--- src/rtl/wb_stage.sv ---
// MEM/WB pipeline register and write-back datapath: load extraction, single-write control, misalignment flag.
// Define WB_RETIRE_CNT_EN to add the retire_count output.
module wb_stage #(
  parameter int unsigned DW = 32,
  parameter int unsigned AW = 5
) (
  input  logic          clock,
  input  logic          reset_n,
  input  logic          stall,
  input  logic          flush,
  input  logic          mem_valid,
  input  logic          mem_reg_write,
  input  logic          mem_mem_to_reg,
  input  logic [2:0]    mem_load_type,
  input  logic [AW-1:0] mem_wr_reg,
  input  logic [DW-1:0] mem_alu_result,
  input  logic [DW-1:0] mem_rd_data,
  input  logic          err_clear,
  output logic          RegWrite,
  output logic [AW-1:0] wr_reg,
  output logic [DW-1:0] wr_data,
  output logic          wb_valid,
  output logic          misalign_err
`ifdef WB_RETIRE_CNT_EN
  ,
  output logic [31:0]   retire_count
`endif
);

  typedef enum logic [2:0] {
    LT_LW  = 3'b000,
    LT_LH  = 3'b001,
    LT_LHU = 3'b010,
    LT_LB  = 3'b011,
    LT_LBU = 3'b100
  } load_type_e;

  logic          valid_q;
  logic          done_q;
  logic          reg_write_q;
  logic          mem_to_reg_q;
  logic [2:0]    load_type_q;
  logic [AW-1:0] wr_reg_q;
  logic [DW-1:0] alu_q;
  logic [DW-1:0] rd_q;

  logic [1:0]    offset;
  logic [7:0]    byte_sel;
  logic [15:0]   half_sel;
  logic [DW-1:0] load_val;
  logic          misal_raw;
  logic          misal;
  logic          fault;

  // done marks an instruction that already had its single write-back chance while stalled
  always_ff @(posedge clock or negedge reset_n) begin
    if (!reset_n) begin
      valid_q      <= 1'b0;
      done_q       <= 1'b0;
      reg_write_q  <= 1'b0;
      mem_to_reg_q <= 1'b0;
      load_type_q  <= '0;
      wr_reg_q     <= '0;
      alu_q        <= '0;
      rd_q         <= '0;
    end else if (flush) begin
      valid_q <= 1'b0;
      done_q  <= 1'b0;
    end else if (stall) begin
      if (valid_q) done_q <= 1'b1;
    end else begin
      valid_q      <= mem_valid;
      done_q       <= 1'b0;
      reg_write_q  <= mem_reg_write;
      mem_to_reg_q <= mem_mem_to_reg;
      load_type_q  <= mem_load_type;
      wr_reg_q     <= mem_wr_reg;
      alu_q        <= mem_alu_result;
      rd_q         <= mem_rd_data;
    end
  end

  assign offset = alu_q[1:0];

  // Big-endian lane select: offset 0 addresses the most significant byte
  always_comb begin
    byte_sel = '0;
    case (offset)
      2'd0:    byte_sel = rd_q[31:24];
      2'd1:    byte_sel = rd_q[23:16];
      2'd2:    byte_sel = rd_q[15:8];
      default: byte_sel = rd_q[7:0];
    endcase
    half_sel = offset[1] ? rd_q[15:0] : rd_q[31:16];
  end

  always_comb begin
    load_val  = rd_q;
    misal_raw = 1'b0;
    case (load_type_q)
      LT_LH: begin
        load_val  = {{(DW-16){half_sel[15]}}, half_sel};
        misal_raw = offset[0];
      end
      LT_LHU: begin
        load_val  = {{(DW-16){1'b0}}, half_sel};
        misal_raw = offset[0];
      end
      LT_LB:  load_val = {{(DW-8){byte_sel[7]}}, byte_sel};
      LT_LBU: load_val = {{(DW-8){1'b0}}, byte_sel};
      default: begin
        load_val  = rd_q;
        misal_raw = (offset != 2'd0);
      end
    endcase
  end

  assign misal    = mem_to_reg_q & misal_raw;
  assign fault    = valid_q & ~done_q & misal;
  assign wb_valid = valid_q;
  assign wr_reg   = valid_q ? wr_reg_q : '0;
  assign wr_data  = mem_to_reg_q ? load_val : alu_q;
  assign RegWrite = valid_q & reg_write_q & (wr_reg_q != '0) & ~done_q & ~misal;

  always_ff @(posedge clock or negedge reset_n) begin
    if (!reset_n)       misalign_err <= 1'b0;
    else if (fault)     misalign_err <= 1'b1;
    else if (err_clear) misalign_err <= 1'b0;
  end

`ifdef WB_RETIRE_CNT_EN
  always_ff @(posedge clock or negedge reset_n) begin
    if (!reset_n)
      retire_count <= '0;
    else if (valid_q & ~done_q & ~misal & ~flush)
      retire_count <= retire_count + 32'd1;
  end
`endif

endmodule

--- config.mk ---
export PLATFORM = sky130hd
export DESIGN_NAME = wb_stage
export DESIGN_NICKNAME = d
export VERILOG_FILES = /design/src/rtl/wb_stage.sv
export SDC_FILE = /design/constraint.sdc
export NUM_CORES = 1
export LEC_CHECK = 0
export BUFFER_PORTS_ARGS = -buffer_cell sky130_fd_sc_hd__buf_2
export CAP_MARGIN = 20
export CORE_UTILIZATION = 54
export CTS_CLUSTER_DIAMETER = 60
export DETAILED_ROUTE_END_ITERATION = 8
export PLACE_DENSITY = 0.83
export REMOVE_ABC_BUFFERS = 1
export SLEW_MARGIN = 20
export SYNTH_ARGS = -nofsm -noshare
export SYNTH_HDL_FRONTEND = slang
export SYNTH_SLANG_ARGS = --single-unit
export TNS_END_PERCENT = 100
--- constraint.sdc ---
create_clock -name clock -period 3.6 [get_ports clock]
set_input_delay 0.36 -clock clock [delete_from_list [all_inputs] [get_ports clock]]
set_output_delay 0.36 -clock clock [all_outputs]
set_load 0.02 [all_outputs]
==> impl_metrics.ini, run 1 <==
[status]
outcome = complete, no violations

[finish]
ff_latch_area_um2 = 1927
layout_common_cells = buf_2, dfrtp_1, mux2_2, o21ai_0, nand2_1
fin_nets = 531
area_growth_pct = 21.82
final_area_um2 = 4868
num_antenna_cells = 0
fillers = 553
post-route-util_pct = 69.73
layout_commonest_cell = buf_2
multi_input_area_um2 = 1893
drive_gt1_share_pct = 48.03

[sta]
grt_setup_unrepaired = false
finalMaxSlewViolations = 0
setup_viol = 0
worst_pin_slew_ns = 0.9601
max_slew_margin_pct = 35.99
final.period_utilization_pct = 87.94
hold_violations = 0
fin_skew_ns = 0.007880
fmax_mhz = 315.9
period_minus_slack_ns = 3.166
whs_ns = 0.1559

[global_routing]
grt-busiest-layer = met2
grt_max_degree = 78
grtUsageMet3_pct = 8.860
grt_overflow = 0
grt_pass1_wl_um = 15150
grt_pass1_vias = 3183
track_usage_pct = 26.16
antenna_found_initial = 0
met1_usage_pct = 31.97
use_met2_pct = 43.20

[logic_synthesis]
synth.avg_cell_area_um2 = 11.79
syn_inst = 339
yosysUniqueCellTypes = 41
ys_ff_latch = 77
ys_seq_area_share_pct = 48.22
syn_area_um2 = 3996
yosys_warnings = 0

[worst_setup_path]
cpPeakStageDelay_ns = 0.76
cp.required_ns = 3.24
cp_top_family = simple AND/OR/NAND/NOR gates
crit_slowest_cell = dfrtp_1
r2r_end = misalign_err$_DFFE_PN0P_
crit_path_start_kind = register
critPathLaunch = load_type_q[1]$_DFFE_PN0P_
crit_top_cell = nor2_1
cp_max_fo = 22
r2r_start = alu_q[0]$_DFFE_PN0P_
reg2reg_slack_ns = 1.65
worstSetupPathType = register to output port
worstSetupEndpointType = output port
r2r_cells = 4
crit_buf_inv = 2
cp.arrival_ns = 2.81
crit_chain = nor2_1 -> xnor2_1 -> nor2_1 -> buf_4 -> a221o_1 -> buf_2

[power]
power.leakage_nw = 2.219
powerDensity_nw_per_um2 = 528.7
max-vdd-ir-drop_mv = 0.2293

[place]
placed_area_um2 = 4667
gp_congestion = 0.8140
portBuffers = 119
hpwl_um = 6709

[detailed_routing]
dr.pass1.iters = 5
antenna_left = 0
vias = 3232
initialDrtViolationCount = 206
drt-vias-per-instance = 5.855
drc = 0
avgRoutedWirePerCell_um = 17.54
wl_um = 9681

[cts]
postCtsHoldBufs = 0
clkLatencyLatePin_ns = 0.35
root_buffer = clkbuf_8
cts.clk_slew.worst_paths_ns = 0.08
clock_path_buffers = 2
clkSinkCount = 77
cts_tree = yes
postCtsSetupBuffers = 0
htreeDepth = 3
cts_buffers = 9
cts_resized = 0

[floorplanning]
coreArea_um2 = 6982
start_util_pct = 57.24
rows = 30
die_w_um = 88.03
ios = 120
die-area_um2 = 7748
die_y_um = 88.03

[hold_path]
worstHoldPathType = input pin to async pin

[run]
drv_cap = 0
-- cell usage after synthesis --
master     number  area (um^2)
and3b_1         1        8.760
xnor2_1         1        8.760
o2111a_1        1        11.26
maj3_1          1        10.01
clkbuf_1       15        56.30
a2111o_1        1        11.26
and2_1          5        31.28
nor2_1         15        56.30
buf_4           1        7.510
mux4_2          7        157.7
a221o_1        18        180.2
a21oi_1         6        30.03
or4_1           1        7.510
inv_1          18        67.56
dfrtp_1        77         1927
maj3_2          1        11.26
a211o_1         1        8.760
or2_2           4        25.02
o21bai_1        4        30.03
mux4_1          1        26.28
buf_6           2        22.52
a22o_1          1        8.760
nor3b_1         2        15.01
mux2i_1         7        70.07
and4_1          1        8.760
o21a_1          1        7.510
a2bb2oi_1       4        35.03
xor2_1          1        8.760
o32ai_2         1        16.27
buf_2           6        30.03
a221oi_1        2        17.52
nand2_1        23        86.33
o221ai_1        4        35.03
nand3_1         4        20.02
o221a_2         4        45.04
o21ai_0        28        140.1
o21ba_2         1        10.01
nor3_2          1        10.01
a222oi_1        6        60.06
mux2_2         59        664.4
nand2b_1        2        12.51
-- flip-flops by register name, indices dropped and copies added, names as in the netlist --
name,flops
wr_reg_q,5
rd_q,32
reg_write_q,1
done_q,1
misalign_err,1
alu_q,32
wb_valid,1
load_type_q,3
mem_to_reg_q,1
-- worst max-delay path by stage --
| stage | end | cells past startpoint |
|---|---|---|
| floorplan | alu_q[10]$_DFFE_PN0P_ | 2 |
| global route | wr_data[27] | 6 |
| CTS | wr_data[16] | 6 |
| finish | wr_data[16] | 6 |
| detailed placement | wr_data[16] | 6 |
| global placement | wr_data[18] | 5 |
-- power breakdown --
part	total, mW	leakage (nW)	switching [mW]	internal [mW]
logic	0.799	1.21	0.421	0.377
clock network	0.666	0.0878	0.327	0.339
registers	1.11	0.918	0.124	0.985
-- kinds of logic (layout without fill, tap and decap cells) --
group | Yosys count | count (layout) | synth area share (%)
AO/OA/AOI/OAI | 83 | 83 | 16.19
adder cells (fa/ha/maj) | 2 | 2 | 0.5322
multiplexers | 74 | 74 | 22.98
XOR/XNOR | 2 | 2 | 0.4384
AND/OR/NAND/NOR | 59 | 59 | 7.044
flip-flops | 77 | 77 | 48.22
buffers and inverters | 42 | 159 | 4.602
-- through the flow --
step	instances	setup slack (ns)	power, mW	setup TNS [ns]
final	552	0.4341	2.574	0
after global routing	552	0.2767	2.712	0
after CTS	552	0.4903	2.590	0
after detailed placement	536	0.8711	1.921	0
after global placement	535	0.7598	1.884	0
after floorplan	315	-0.6417	1.640	-44.92
-- routing by layer --
| metal | vias to the layer above | routed length [um] |
|---|---|---|
| met3 | 16 | 828 |
| li1 | 1492 | - |
| met2 | 155 | 4743 |
| met1 | 1569 | 3960 |
| met5 | - | 0 |
| met4 | 0 | 149 |
-- final cells by class --
class | instances | area share (%)
clock buffer | 11 | 2.904
clock inverter | 5 | 1.234
inverter | 18 | 1.388
multi-input combinational | 220 | 38.88
sequential | 77 | 39.58
tap | 96 | 2.467
timing repair buffer | 125 | 13.54
Power figures use the tool's default switching activity.
==> inputs of run 2 (changes only) <==
==> constraint.sdc (replaced) <==
create_clock -name clock -period 3.6 [get_ports clock]
set_input_delay 0.72 -clock clock [delete_from_list [all_inputs] [get_ports clock]]
set_output_delay 0.72 -clock clock [all_outputs]
set_load 0.02 [all_outputs]
==> impl_metrics.ini, run 2 (synthesis gave the netlist of run 1 again) <==
[finish]
final_area_um2 = 4931
fillers = 514
drive_gt1_share_pct = 48.25
fin_cells = 552
biggestRegsByFlops = alu_q x32, rd_q x32, wr_reg_q x5
num_antenna_cells = 0
area_growth_pct = 23.39
fin_nets = 533
layout_common_cells = buf_2, dfrtp_1, mux2_2, o21ai_0, nand2_1
layout_commonest_cell = buf_2

[worst_setup_path]
critPathLaunch = load_type_q[1]$_DFFE_PN0P_
crit_buf_inv = 2
crit_top_cell = nor2_1
cpPeakStageDelay_ns = 0.67
cp_max_fo = 12
cp_top_family = simple AND/OR/NAND/NOR gates
r2r_cells = 5
worstSetupEndpointType = output port
worstSetupPathType = register to output port
reg2reg_slack_ns = 1.84
crit_path_start_kind = register
r2r_end = misalign_err$_DFFE_PN0P_
cp.arrival_ns = 2.60
crit_slowest_cell = nor2_1
r2r_start = alu_q[0]$_DFFE_PN0P_
cp.required_ns = 2.88
crit_chain = nor2_1 -> xnor2_1 -> nor2_1 -> buf_4 -> a221o_1 -> buf_2

[hold_path]
worstHoldStart = alu_q[9]$_DFFE_PN0P_
min_to = alu_q[9]$_DFFE_PN0P_
worstHoldPathType = register to register
hold_depth = 1

[sta]
whs_ns = 0.5005
setup_viol = 0
hold_violations = 0
fin_skew_ns = 0.004123
fmax_mhz = 301.3
final.period_utilization_pct = 92.19
finalMaxSlewViolations = 0
grt_setup_unrepaired = false
max_slew_margin_pct = 35.77
worst_pin_slew_ns = 0.9634
period_minus_slack_ns = 3.319

[floorplanning]
start_util_pct = 57.24
ios = 120
rows = 30
die-area_um2 = 7748
die_y_um = 88.03
die_w_um = 88.03
coreArea_um2 = 6982

[global_routing]
grt_max_degree = 85
grt_pass1_wl_um = 15770
grt_overflow = 0
antenna_found_initial = 0
grt_pass1_vias = 3243
track_usage_pct = 27.40

[place]
gp_congestion = 0.8090
dp.cells = 538
portBuffers = 119
hpwl_um = 6864
placed_area_um2 = 4682

[detailed_routing]
initialDrtViolationCount = 276
vias = 3266
wl_um = 9885
drc = 0
antenna_left = 0
drt-vias-per-instance = 5.917
avgRoutedWirePerCell_um = 17.91
dr.pass1.iters = 6

[cts]
postCtsSetupBuffers = 0
cts_buffers = 9
cts_tree = yes
cts.clk_slew.worst_paths_ns = 0.08
clkSinkCount = 77
postCtsHoldBufs = 0
htreeDepth = 3
root_buffer = clkbuf_8
cts_resized = 0
clkLatencyLatePin_ns = 0.35
clock_path_buffers = 2

[power]
power.leakage_nw = 2.266
powerDensity_nw_per_um2 = 557.4
max-vdd-ir-drop_mv = 0.2598

[run]
drv_cap = 0

[status]
outcome = complete, no violations
==> run 2: cell count changes in the layout (fill, tap and decap cells not counted) <==
cell | before | now
bufinv_16 | 1 | 4
buf_4 | 5 | 7
clkinv_2 | 0 | 1
clkinvlp_4 | 4 | 0
clkbuf_1 | 1 | 0
clkbuf_8 | 10 | 9
==> run 2: how the worst max path moves through the flow <==
stage	to	cells past startpoint	slack [ns]
after global placement	wr_data[31]	5	0.74
final	wr_data[16]	6	0.28
after floorplan	alu_q[10]$_DFFE_PN0P_	2	-1.00
after global routing	wr_data[19]	6	0.11
after detailed placement	wr_data[20]	6	0.69
after CTS	wr_data[20]	6	0.30
==> run 2: per-layer routing <==
layer  track usage [%]  vias to the layer above  share of wire, %
met1             33.89                     1607                40
li1                  -                     1492                 -
met4             10.12                        0               1.5
met5                 0                        -                 0
met2             46.44                      156                51
met3             7.163                       11               8.0
==> run 2: final cells by class <==
cell class	instances	area (um^2)	area share [%]
Clock inverter	5	125.1	2.537
Sequential cell	77	1927	39.08
Multi-Input combinational cell	220	1893	38.39
Inverter	18	67.56	1.370
Timing Repair Buffer	127	674.4	13.68
Tap cell	96	120.1	2.436
Clock buffer	9	123.9	2.512
==> run 2: stage by stage <==
stage	util (%)	worst slack, ns	power, mW	setup TNS (ns)
after detailed placement	67.06	0.6908	1.931	0
after global placement	66.90	0.7372	1.890	0
after global routing	70.63	0.1064	2.884	0
after CTS	70.63	0.3005	2.764	0
final	70.63	0.2812	2.749	0
after floorplan	-	-1.002	1.640	-71.56
==> run 2: worst register-to-register path, cell delays in order (launching register included) <==
cell	delay (ns)
dfrtp_1	0.38
buf_4	0.23
inv_1	0.08
maj3_2	0.30
a2111o_1	0.47
o32ai_2	0.22
==> run 2: where the power goes <==
group / switching [mW] / total (mW) / internal (mW)
clock: 0.309 / 0.830 / 0.522
sequential: 0.113 / 1.10 / 0.986
combinational: 0.439 / 0.820 / 0.381
total: 0.860 / 2.75 / 1.89
==> inputs of run 3 (changes only) <==
--- a/config.mk
+++ b/config.mk
@@ -8,10 +8,10 @@
 export BUFFER_PORTS_ARGS = -buffer_cell sky130_fd_sc_hd__buf_2
 export CAP_MARGIN = 20
-export CORE_UTILIZATION = 54
+export CORE_UTILIZATION = 45
 export CTS_CLUSTER_DIAMETER = 60
 export DETAILED_ROUTE_END_ITERATION = 8
-export PLACE_DENSITY = 0.83
+export PLACE_DENSITY = 0.71
 export REMOVE_ABC_BUFFERS = 1
-export SLEW_MARGIN = 20
+export SLEW_MARGIN = 10
 export SYNTH_ARGS = -nofsm -noshare
 export SYNTH_HDL_FRONTEND = slang
==> constraint.sdc (replaced) <==
create_clock -name clock -period 3.6 [get_ports clock]
set_input_delay 0.18 -clock clock [delete_from_list [all_inputs] [get_ports clock]]
set_output_delay 0.18 -clock clock [all_outputs]
set_load 0.02 [all_outputs]
==> impl_metrics.ini, run 3 (synthesis gave the netlist of run 1 again) <==
[status]
outcome = finished, violations left
violations = hold timing

[worst_setup_path]
r2r_end = misalign_err$_DFFE_PN0P_
path_depth = 5
crit_slowest_cell = dfrtp_1
cp.required_ns = 3.42
worstSetupEndpointType = output port
crit_chain = inv_1 -> nor2_1 -> buf_4 -> a221o_1 -> buf_2
r2r_start = mem_to_reg_q$_DFFE_PN0P_
cp_top_family = buffers and inverters
worstSetupPathType = register to output port
reg2reg_slack_ns = 1.74
critPathLaunch = mem_to_reg_q$_DFFE_PN0P_
crit_buf_inv = 3
worstSetupEndpoint = wr_data[28]
cpPeakStageDelay_ns = 0.65
cp_max_fo = 16
crit_path_start_kind = register
r2r_cells = 3
cp.arrival_ns = 2.72

[global_routing]
grt_pass1_vias = 3074
antenna_found_initial = 0
grt_pass1_wl_um = 15320
grt_max_degree = 78
track_usage_pct = 22.19
grt_overflow = 0

[finish]
layout_common_cells = buf_2, dfrtp_1, mux2_2, o21ai_0, nand2_1
fin_cells = 566
ff_latch_area_um2 = 1927
drive_gt1_share_pct = 48.25
multi_input_area_um2 = 1893
fillers = 781
biggestRegsByFlops = alu_q x32, rd_q x32, wr_reg_q x5
fin_nets = 533
layout_commonest_cell = buf_2
area_growth_pct = 22.26
final_area_um2 = 4886
num_antenna_cells = 0

[sta]
grt_setup_unrepaired = false
final.period_utilization_pct = 80.67
period_minus_slack_ns = 2.904
fmax_mhz = 344.3
finalMaxSlewViolations = 0
whs_ns = -0.01528
fin_skew_ns = 0.006654
hold_violations = 8
worst_pin_slew_ns = 0.9938
max_slew_margin_pct = 33.75
setup_viol = 0

[floorplanning]
rows = 34
ios = 120
die-area_um2 = 9261
die_w_um = 96.24
start_util_pct = 46.05
coreArea_um2 = 8678
die_y_um = 96.24

[place]
placed_area_um2 = 4690
gp_congestion = 0.8042
dp.cells = 549
hpwl_um = 6793
portBuffers = 119

[detailed_routing]
drt-vias-per-instance = 5.643
vias = 3194
avgRoutedWirePerCell_um = 17.30
dr.pass1.iters = 5
antenna_left = 0
initialDrtViolationCount = 150
wl_um = 9793
drc = 0

[cts]
clkSinkCount = 77
cts_buffers = 9
postCtsHoldBufs = 1
cts.clk_slew.worst_paths_ns = 0.08
cts_resized = 0
clock_path_buffers = 2
clkLatencyLatePin_ns = 0.35
cts_tree = yes
htreeDepth = 3
postCtsSetupBuffers = 0
root_buffer = clkbuf_8

[power]
max-vdd-ir-drop_mv = 0.2005
p_total_mw = 2.516
power.leakage_nw = 2.224
powerDensity_nw_per_um2 = 514.9

[hold_path]
worstHoldPathType = input pin to async pin

[run]
drv_cap = 0
-- run 3: changes by cell type in the layout (fill, tap and decap cells not counted) --
cell	delta
buf_4	-1
bufinv_16	-4
clkbuf_8	+2
clkinvlp_4	+4
dlygate4sd3_1	+1
-- run 3: through the flow --
stage / utilization, % / setup TNS, ns / worst slack, ns
floorplan: - / -31.60 / -0.4617
global placement: 53.91 / 0 / 1.011
CTS: 56.30 / 0 / 0.6918
detailed placement: 54.04 / 0 / 1.085
global route: 56.30 / 0 / 0.5814
finish: 56.30 / 0 / 0.6959
-- run 3: worst min-delay path by stage --
stage	startpoint	to	slack, ns	cells past startpoint
final	reset_n	alu_q[31]$_DFFE_PN0P_	-0.02	1
after floorplan	reset_n	alu_q[0]$_DFFE_PN0P_	-0.12	0
after CTS	reset_n	alu_q[15]$_DFFE_PN0P_	0.02	1
after global routing	mem_load_type[2]	load_type_q[2]$_DFFE_PN0P_	0.03	3
after global placement	err_clear	misalign_err$_DFFE_PN0P_	0.37	2
after detailed placement	err_clear	misalign_err$_DFFE_PN0P_	0.37	2
-- run 3: power breakdown --
| group | internal (mW) | switching [mW] | total, mW | leakage (nW) |
|---|---|---|---|---|
| logic | 0.378 | 0.413 | 0.791 | 1.22 |
| clock network | 0.286 | 0.322 | 0.609 | 0.0836 |
| registers | 0.985 | 0.131 | 1.12 | 0.918 |
-- run 3: per-layer routing --
metal  GRT usage, %  wire (um)
met1          29.04       4233
met5              0          0
met2          34.93       4651
met4          9.826        190
met3          5.292        717
-- run 3: area by class of cell --
type,count,area share [%]
flip-flops and latches,77,39.44
multi-input cells,220,38.75
repair buffers,127,13.85
clock buffers,11,3.099
well taps,108,2.766
inverters,18,1.383
clock inverters,5,0.7170
